<file path="config.mk">
export PLATFORM = sky130hd
export DESIGN_NAME = alu_op_sequencer
export DESIGN_NICKNAME = d
export VERILOG_FILES = /design/src/rtl/alu_op_sequencer_pkg.sv /design/src/rtl/alu_op_sequencer.sv
export SDC_FILE = /design/constraint.sdc
export NUM_CORES = 1
export LEC_CHECK = 0
export ABC_AREA = 0
export BUFFER_PORTS_ARGS = -buffer_cell sky130_fd_sc_hd__buf_2
export CAP_MARGIN = 20
export CORE_ASPECT_RATIO = 2
export CORE_UTILIZATION = 50
export DETAILED_ROUTE_END_ITERATION = 8
export PLACE_DENSITY = 0.88
export SYNTH_ARGS = -nofsm -noshare
export SYNTH_HDL_FRONTEND = slang
export SYNTH_SLANG_ARGS = --single-unit
</file>
<file path="constraint.sdc">
create_clock -name clk -period 4.3 [get_ports clk]
set_clock_uncertainty 0.2 [all_clocks]
set_input_delay 0.215 -clock clk [delete_from_list [all_inputs] [get_ports clk]]
set_output_delay 0.215 -clock clk [all_outputs]
set_load 0.05 [all_outputs]
</file>
<file path="src/rtl/alu_op_sequencer_pkg.sv">
// Shared definitions for the ALU operation sequencer: FSM state encoding,
// ALU opcode names and the default datapath width.
package alu_op_sequencer_pkg;

  localparam int DEFAULT_W = 16;

  typedef enum logic [1:0] {
    IDLE = 2'd0,
    LO   = 2'd1,
    HI   = 2'd2,
    RESP = 2'd3
  } seq_state_e;

  localparam logic [1:0] OP_ADD = 2'b00;
  localparam logic [1:0] OP_1   = 2'b01;
  localparam logic [1:0] OP_2   = 2'b10;
  localparam logic [1:0] OP_3   = 2'b11;

endpackage

</file>
<file path="src/rtl/alu_op_sequencer.sv">
// Command-side sequencer for an external combinational W-bit ALU.
// Accepts one request at a time, drives registered operands into the ALU
// for one beat (narrow) or two carry-chained beats (wide), captures the
// result and holds it on the response port until it is consumed.
module alu_op_sequencer
  import alu_op_sequencer_pkg::*;
#(
  parameter int W = DEFAULT_W
) (
  input  logic           clk,
  input  logic           rst,
  input  logic           req_valid,
  output logic           req_ready,
  input  logic [2*W-1:0] req_a,
  input  logic [2*W-1:0] req_b,
  input  logic [1:0]     req_op,
  input  logic           req_ci,
  input  logic           req_wide,
  output logic [W-1:0]   alu_a,
  output logic [W-1:0]   alu_b,
  output logic [1:0]     alu_opcode,
  output logic           alu_ci,
  input  logic [W-1:0]   alu_out,
  input  logic           alu_carryout,
  output logic           rsp_valid,
  input  logic           rsp_ready,
  output logic [2*W-1:0] rsp_data,
  output logic           rsp_carry,
  output logic           busy
);

  seq_state_e     r_state;
  seq_state_e     w_nextState;

  logic [W-1:0]   r_aluA;
  logic [W-1:0]   r_aluB;
  logic [1:0]     r_aluOpcode;
  logic           r_aluCi;
  logic [W-1:0]   r_hiA;
  logic [W-1:0]   r_hiB;
  logic           r_wide;
  logic [2*W-1:0] r_rspData;
  logic           r_rspCarry;

  logic           w_reqReady;
  logic           w_rspValid;
  logic           w_busy;

  // State register; reset abandons any operation in flight.
  always_ff @(posedge clk or posedge rst) begin
    if (rst) begin
      r_state <= IDLE;
    end else begin
      r_state <= w_nextState;
    end
  end

  // Next state: one beat in LO, a second in HI only for wide ops, then hold in RESP until consumed.
  always_comb begin
    w_nextState = r_state;
    case (r_state)
      IDLE:    if (req_valid) w_nextState = LO;
      LO:      w_nextState = r_wide ? HI : RESP;
      HI:      w_nextState = RESP;
      RESP:    if (rsp_ready) w_nextState = IDLE;
      default: w_nextState = IDLE;
    endcase
  end

  // Handshake and status outputs decode the state register only, so no input reaches them combinationally.
  always_comb begin
    w_reqReady = (r_state == IDLE);
    w_rspValid = (r_state == RESP);
    w_busy     = (r_state != IDLE);
  end

  // Operand loading on entry to LO/HI and result capture at the end of each beat.
  always_ff @(posedge clk or posedge rst) begin
    if (rst) begin
      r_aluA      <= '0;
      r_aluB      <= '0;
      r_aluOpcode <= OP_ADD;
      r_aluCi     <= 1'b0;
      r_hiA       <= '0;
      r_hiB       <= '0;
      r_wide      <= 1'b0;
      r_rspData   <= '0;
      r_rspCarry  <= 1'b0;
    end else begin
      case (r_state)
        IDLE: begin
          if (req_valid) begin
            r_aluA      <= req_a[W-1:0];
            r_aluB      <= req_b[W-1:0];
            r_aluOpcode <= req_op;
            r_aluCi     <= req_ci;
            r_hiA       <= req_a[2*W-1:W];
            r_hiB       <= req_b[2*W-1:W];
            r_wide      <= req_wide;
          end
        end
        LO: begin
          r_rspData[W-1:0] <= alu_out;
          r_rspCarry       <= alu_carryout;
          if (r_wide) begin
            r_aluA  <= r_hiA;
            r_aluB  <= r_hiB;
            r_aluCi <= alu_carryout;
          end else begin
            r_rspData[2*W-1:W] <= '0;
          end
        end
        HI: begin
          r_rspData[2*W-1:W] <= alu_out;
          r_rspCarry         <= alu_carryout;
        end
        default: begin
        end
      endcase
    end
  end

  assign req_ready  = w_reqReady;
  assign rsp_valid  = w_rspValid;
  assign busy       = w_busy;
  assign alu_a      = r_aluA;
  assign alu_b      = r_aluB;
  assign alu_opcode = r_aluOpcode;
  assign alu_ci     = r_aluCi;
  assign rsp_data   = r_rspData;
  assign rsp_carry  = r_rspCarry;

endmodule

</file>
# [Word-level counts from Yosys, hierarchy flattened]
# Index checks and enable logic that the tools add are counted.
[word_totals] in_bits=89 ram_bits=0 n_memories=0 regBits=103 latchBits=0 elab_cells=42 romBits=0 output_inout_bits=71
[classes] n_reduce_logical=9 order_cmp=0 n_bitwise=0 shift=0 n_addsub=0 multipliers=0 div_mod_pow=0 n_eq_ne=7 mux=15
[op_table] op="$pmux 16 s2" n=3
[op_table] op="$mux 16" n=5
[op_table] op="$pmux 2 s4" n=1
[op_table] op="$ne 2x2->1 const B" n=3
[op_table] op="$reduce_and 2->1" n=3
[op_table] op="$reduce_bool 2->1" n=3
[op_table] op="$eq 2x2->1 const B" n=2
[op_table] op="$mux 2" n=2
[op_table] op="$mux 1" n=3
[op_table] op="$reduce_and 3->1" n=1
[op_table] op="$eq 2x1->1 const B" n=1
[op_table] op="$logic_not 2->1" n=1
[op_table] op="$ne 2x1->1 const B" n=1
[op_table] op="$pmux 1 s2" n=1
[op_table] op="$reduce_or 2->1" n=1

# [Depth between registers and ports, before layout]
[depth] depth_word=3 mapped_depth=7 mapped_depth_nobuf=5

# [Least setup slack after synthesis]
# No wires, ideal clock.
[synth_path] path_type="register to register" startpoint="register r_state[0]" endpoint="register r_aluA[0], in the netlist alu_a[0]" n_path_buf=1 arrival_time_ns=1.934 period_less_slack_ns=2.259 setup_slack_ns=2.041 setup_time_ns=0.125 required_ns=3.975 stages_incl_launch_ff=7 cell_sequence="dfrtp_1 inv_1 ha_1 mux2i_1 nor2_4 buf_6 mux2_4"
[synth_via] elab_chain_cells=3 elab_cells_between_ends=7 classes_between="eq/ne (3); mux (1); reduce/logical (3)"
[synth_rtl] element="start: declaration" line="alu_op_sequencer.sv:32" text="seq_state_e r_state;"
[synth_rtl] element="start signal: assignment" line="alu_op_sequencer.sv:54" text="r_state <= w_nextState;"
[synth_rtl] element="$logic_not 2->1 *"
[synth_rtl] element="net req_ready" line="alu_op_sequencer.sv:13" text="output logic req_ready,"
[synth_rtl] element="$ne 2x2->1 (no line) / $reduce_bool 2->1 (equally long branches)"
[synth_rtl] element="$reduce_and 3->1 (no line)"
[synth_rtl] element="end signal: assignment" line="alu_op_sequencer.sv:93" text="r_aluA <= req_a[W-1:0];"
[synth_rtl] element="end signal: assignment" line="alu_op_sequencer.sv:106" text="r_aluA <= r_hiA;"
[synth_rtl] element="end: declaration" line="alu_op_sequencer.sv:35" text="logic [W-1:0] r_aluA;"
# The timed path passes the listed nets; every way through them passes the cells marked *.
# A chain may end at the register's enable or synchronous reset.

# [Worst setup path after layout]
[layout_path] startpoint="register r_state[1]" endpoint="register r_aluA[10], in the netlist alu_a[10]"
[layout_via] elab_chain_cells=3 elab_cells_between_ends=7 classes_between="eq/ne (3); mux (1); reduce/logical (3)"
[layout_rtl] element="$eq 2x1->1 / $logic_not 2->1 (equally long branches)" line="alu_op_sequencer.sv:90" text="case (r_state)"
[layout_rtl] element="$ne 2x2->1 (no line) / $reduce_bool 2->1 (equally long branches)"
[layout_rtl] element="$reduce_and 3->1 (no line)"
# Several ways; a longest one is shown, not always the timed one.

==> run_results.csv <==
group,metric,value,unit
clocking,clockRootBuffer,"clkbuf_16",
setup_path,worst-r2r-cell-count,7,
drt,routed_wl,10900,um
logic_synthesis,yosysMostFrequentCell,"dfrtp_1",
place,placed_area,0.00545,sq mm
logic_synthesis,yosysTopAreaCellShare,0.560,
power,power.density,897,mW/mm^2
setup_path,critPathMaxFanout,35,
floorplanning,start_util,0.514,
place,dp_slack,1290,ps
logic_synthesis,ys_seq_area_frac,0.560,
final_layout,syn2layout_area_growth,36.5,%
drt,num_vias,3228,
sta,timing.final.ws_setup,1330,ps
setup_path,cpMostUsedCell,"buf_4",
drt,drt_iter0_drc,74,
drt,drtAntennaViolNets,0,
drt,first_pass_iters,4,
setup_path,crit_arrival,3000,ps
drt,post_drt_wl_per_cell,17.4,um
logic_synthesis,synth_top_cell_by_area,"dfrtp_1",
clocking,clock_latency,340,ps
setup_path,critPathBufInv,3,
sta,whs,39.5,ps
clocking,clockBufferDepth,2,
logic_synthesis,postSynthCellCount,307,
logic_synthesis,synth_compound_area_frac,0.00381,
clocking,postCtsResizedCells,0,
global_route,overflow,0,
drt,viasPerCell,5.16,
logic_synthesis,synth-simple-area-share,0.0223,
floorplanning,ios,160,
drt,wl_met3,457,um
final_layout,nNetsFinal,613,
floorplanning,rows,49,
logic_synthesis,synth_xor_area_frac,0,
clocking,cts_sinks,103,
logic_synthesis,yosysWarnings,0,
logic_synthesis,synth_area,0.00460,sq mm
min_path,hold_path_class,"input port to register",
sta,hold_viol,0,
sta,setup_viol,0,
drt,top_layer,"met4",
sta,fmax,0.336,GHz
logic_synthesis,synth_seq_cells,103,
place,dpl.hpwl,7100,um
clocking,htreeDepth,3,
power,peakVddDrop,0.000602,V
setup_path,critPathRequiredTime,4320,ps
setup_path,cpLargestDelayFamily,"buffers and inverters",
global_route,grt_pass1_wl,16600,um
min_path,whs_path_depth,3,
place,gp_congestion,0.732,
sta,final_max_slew_viol_count,0,
drt,route.met2.wl,6070,um
global_route,antenna_found_initial,0,
global_route,grt_max_degree,79,
logic_synthesis,synthesis.nets,402,
sta,setup-tns-final,0,ps
logic_synthesis,synthMuxAreaShare,0.358,
logic_synthesis,synth_edf_count,0,
setup_path,crit_chain,"inv_1, ha_2, buf_4, mux2i_1, nor2_4, buf_4, mux2_2",
drt,drc_errors,0,
clocking,clk_pin_slew,70,ps
logic_synthesis,ys_types,16,
status,outcome,"finished clean",
sta,fin_crit_sh,0.691,
logic_synthesis,async_flop_share,1.00,
floorplanning,fp.dieH,138,um
power,leakage,3.08,nW
sta,final.min_clock_period,2970,ps
sta,worst_pin_slew,957,ps
setup_path,cp.depth,7,
global_route,track_usage,0.226,
sta,slew_headroom,0.362,
clocking,cts_tree,"done",
setup_path,worstSetupPathType,"register to register",
logic_synthesis,syn_avg_cell_area,15.0,sq um
drt,wl_met1,3900,um
final_layout,finalInstanceArea,0.00628,sq mm
floorplanning,dieArea,0.00961,sq mm
setup_path,critPathSlowestCell,"nor2_4",
logic_synthesis,yosys-top-cells-count,"dfrtp_1, mux2_2, mux2_4",
final_layout,drive_gt1_frac,0.577,
place,port_buffers,159,
sta,rsz0062_at_grt,"no",
job,maxCapViolations,0,
floorplanning,core,0.00895,sq mm
clocking,numCtsBuffers,9,
floorplanning,die_w,69.8,um
setup_path,cpPeakStageDelay,490,ps
setup_path,start_kind,"register",
logic_synthesis,synth_fa_ha_area_frac,0.0163,
setup_path,endpoint_kind,"register",
final_layout,fillers,614,
global_route,grt_pass1_vias,3499,
logic_synthesis,synth_area_leaders,"dfrtp_1, mux2_2, mux2_4, mux2i_1, inv_1",
logic_synthesis,synth_top_family_by_area,"multiplexers",
logic_synthesis,synth_ff_type,"dfrtp_1",
## flip-flops by register name, indices dropped and copies added, names as in the netlist
register and flops:
rsp_data 32, alu_a 16, alu_b 16, r_hiA 16, r_hiB 16, alu_opcode 2
r_state 2, alu_ci 1, r_wide 1, rsp_carry 1
## power by group
group / internal (mW) / switching, mW
logic: 1.22 / 1.87
clock network: 0.453 / 0.360
registers: 1.44 / 0.280
## path summary, 6_finish.rpt
check                      slack [ps]               startpoint                       end
setup reg to reg                 1330   r_state[1]$_DFFE_PP0P_     alu_a[10]$_DFFE_PP0P_
hold reg to reg                   300  rsp_data[8]$_DFFE_PP0N_   rsp_data[8]$_DFFE_PP0N_
setup / recovery                 1330   r_state[1]$_DFFE_PP0P_     alu_a[10]$_DFFE_PP0P_
hold / removal                     40                 req_b[6]      alu_b[6]$_DFFE_PP0P_
max in group asynchronous        2520                      rst      alu_b[9]$_DFFE_PP0P_
min in group asynchronous         430                      rst  rsp_data[14]$_DFFE_PP0N_
## final cells by class
| type | count | area, sq um | share of cell area |
|---|---|---|---|
| diodes | 1 | 2.50 | 0.000398 |
| clock buffers | 9 | 225 | 0.0359 |
| clock inverters | 7 | 71.3 | 0.0114 |
| inverters | 21 | 81.3 | 0.0130 |
| multi-input cells | 168 | 1850 | 0.294 |
| flip-flops and latches | 103 | 2580 | 0.410 |
| well taps | 102 | 128 | 0.0203 |
| repair buffers | 215 | 1350 | 0.215 |
## layout by cell type, fill, tap and decap left out, drive strengths merged
cell,netlist,layout
and2b,1,1
buf,13,162
bufinv,0,1
clkbuf,2,9
clkinv,0,5
dfrtp,103,103
diode,0,1
dlygate4sd3,0,53
ha,6,6
inv,21,22
mux2,119,119
mux2i,18,18
nand2,17,17
nor2,3,3
nor2b,2,2
o41ai,2,2
## worst register-to-register path, delay by kind of cell (launching register included)
family / cells / cell delay, ps
buffers and inverters: 3 / 990
and+or+nand+nor: 1 / 490
adders and majority gates: 1 / 180
muxes: 2 / 580
DFF: 1 / 430
## per-layer routing
metal	vias to the layer above	GRT usage
met4	0	0.128
li1	1472	-
met3	33	0.0534
met2	122	0.417
met1	1601	0.231
met5	-	0
## cell families after synthesis
group	count (synthesis)
mux	137
compound gates	2
simple gates	23
fa+ha+maj	6
buf+inv	36
flops	103
## stage by stage
step | utilization | power, mW | std cells
floorplan | - | 4.19 | 307
global placement | 0.609 | 4.68 | 556
detailed placement | 0.609 | 4.79 | 556
CTS | 0.701 | 5.64 | 625
global route | 0.701 | 5.89 | 625
finish | 0.702 | 5.63 | 626
## what timing repair did
action                                 4_1_cts  5_1_grt
buffers inserted                             0        0
endpoints found under the hold margin      145        0
hold buffers                                53        0
No activity file was read; power rests on OpenSTA's default activity.
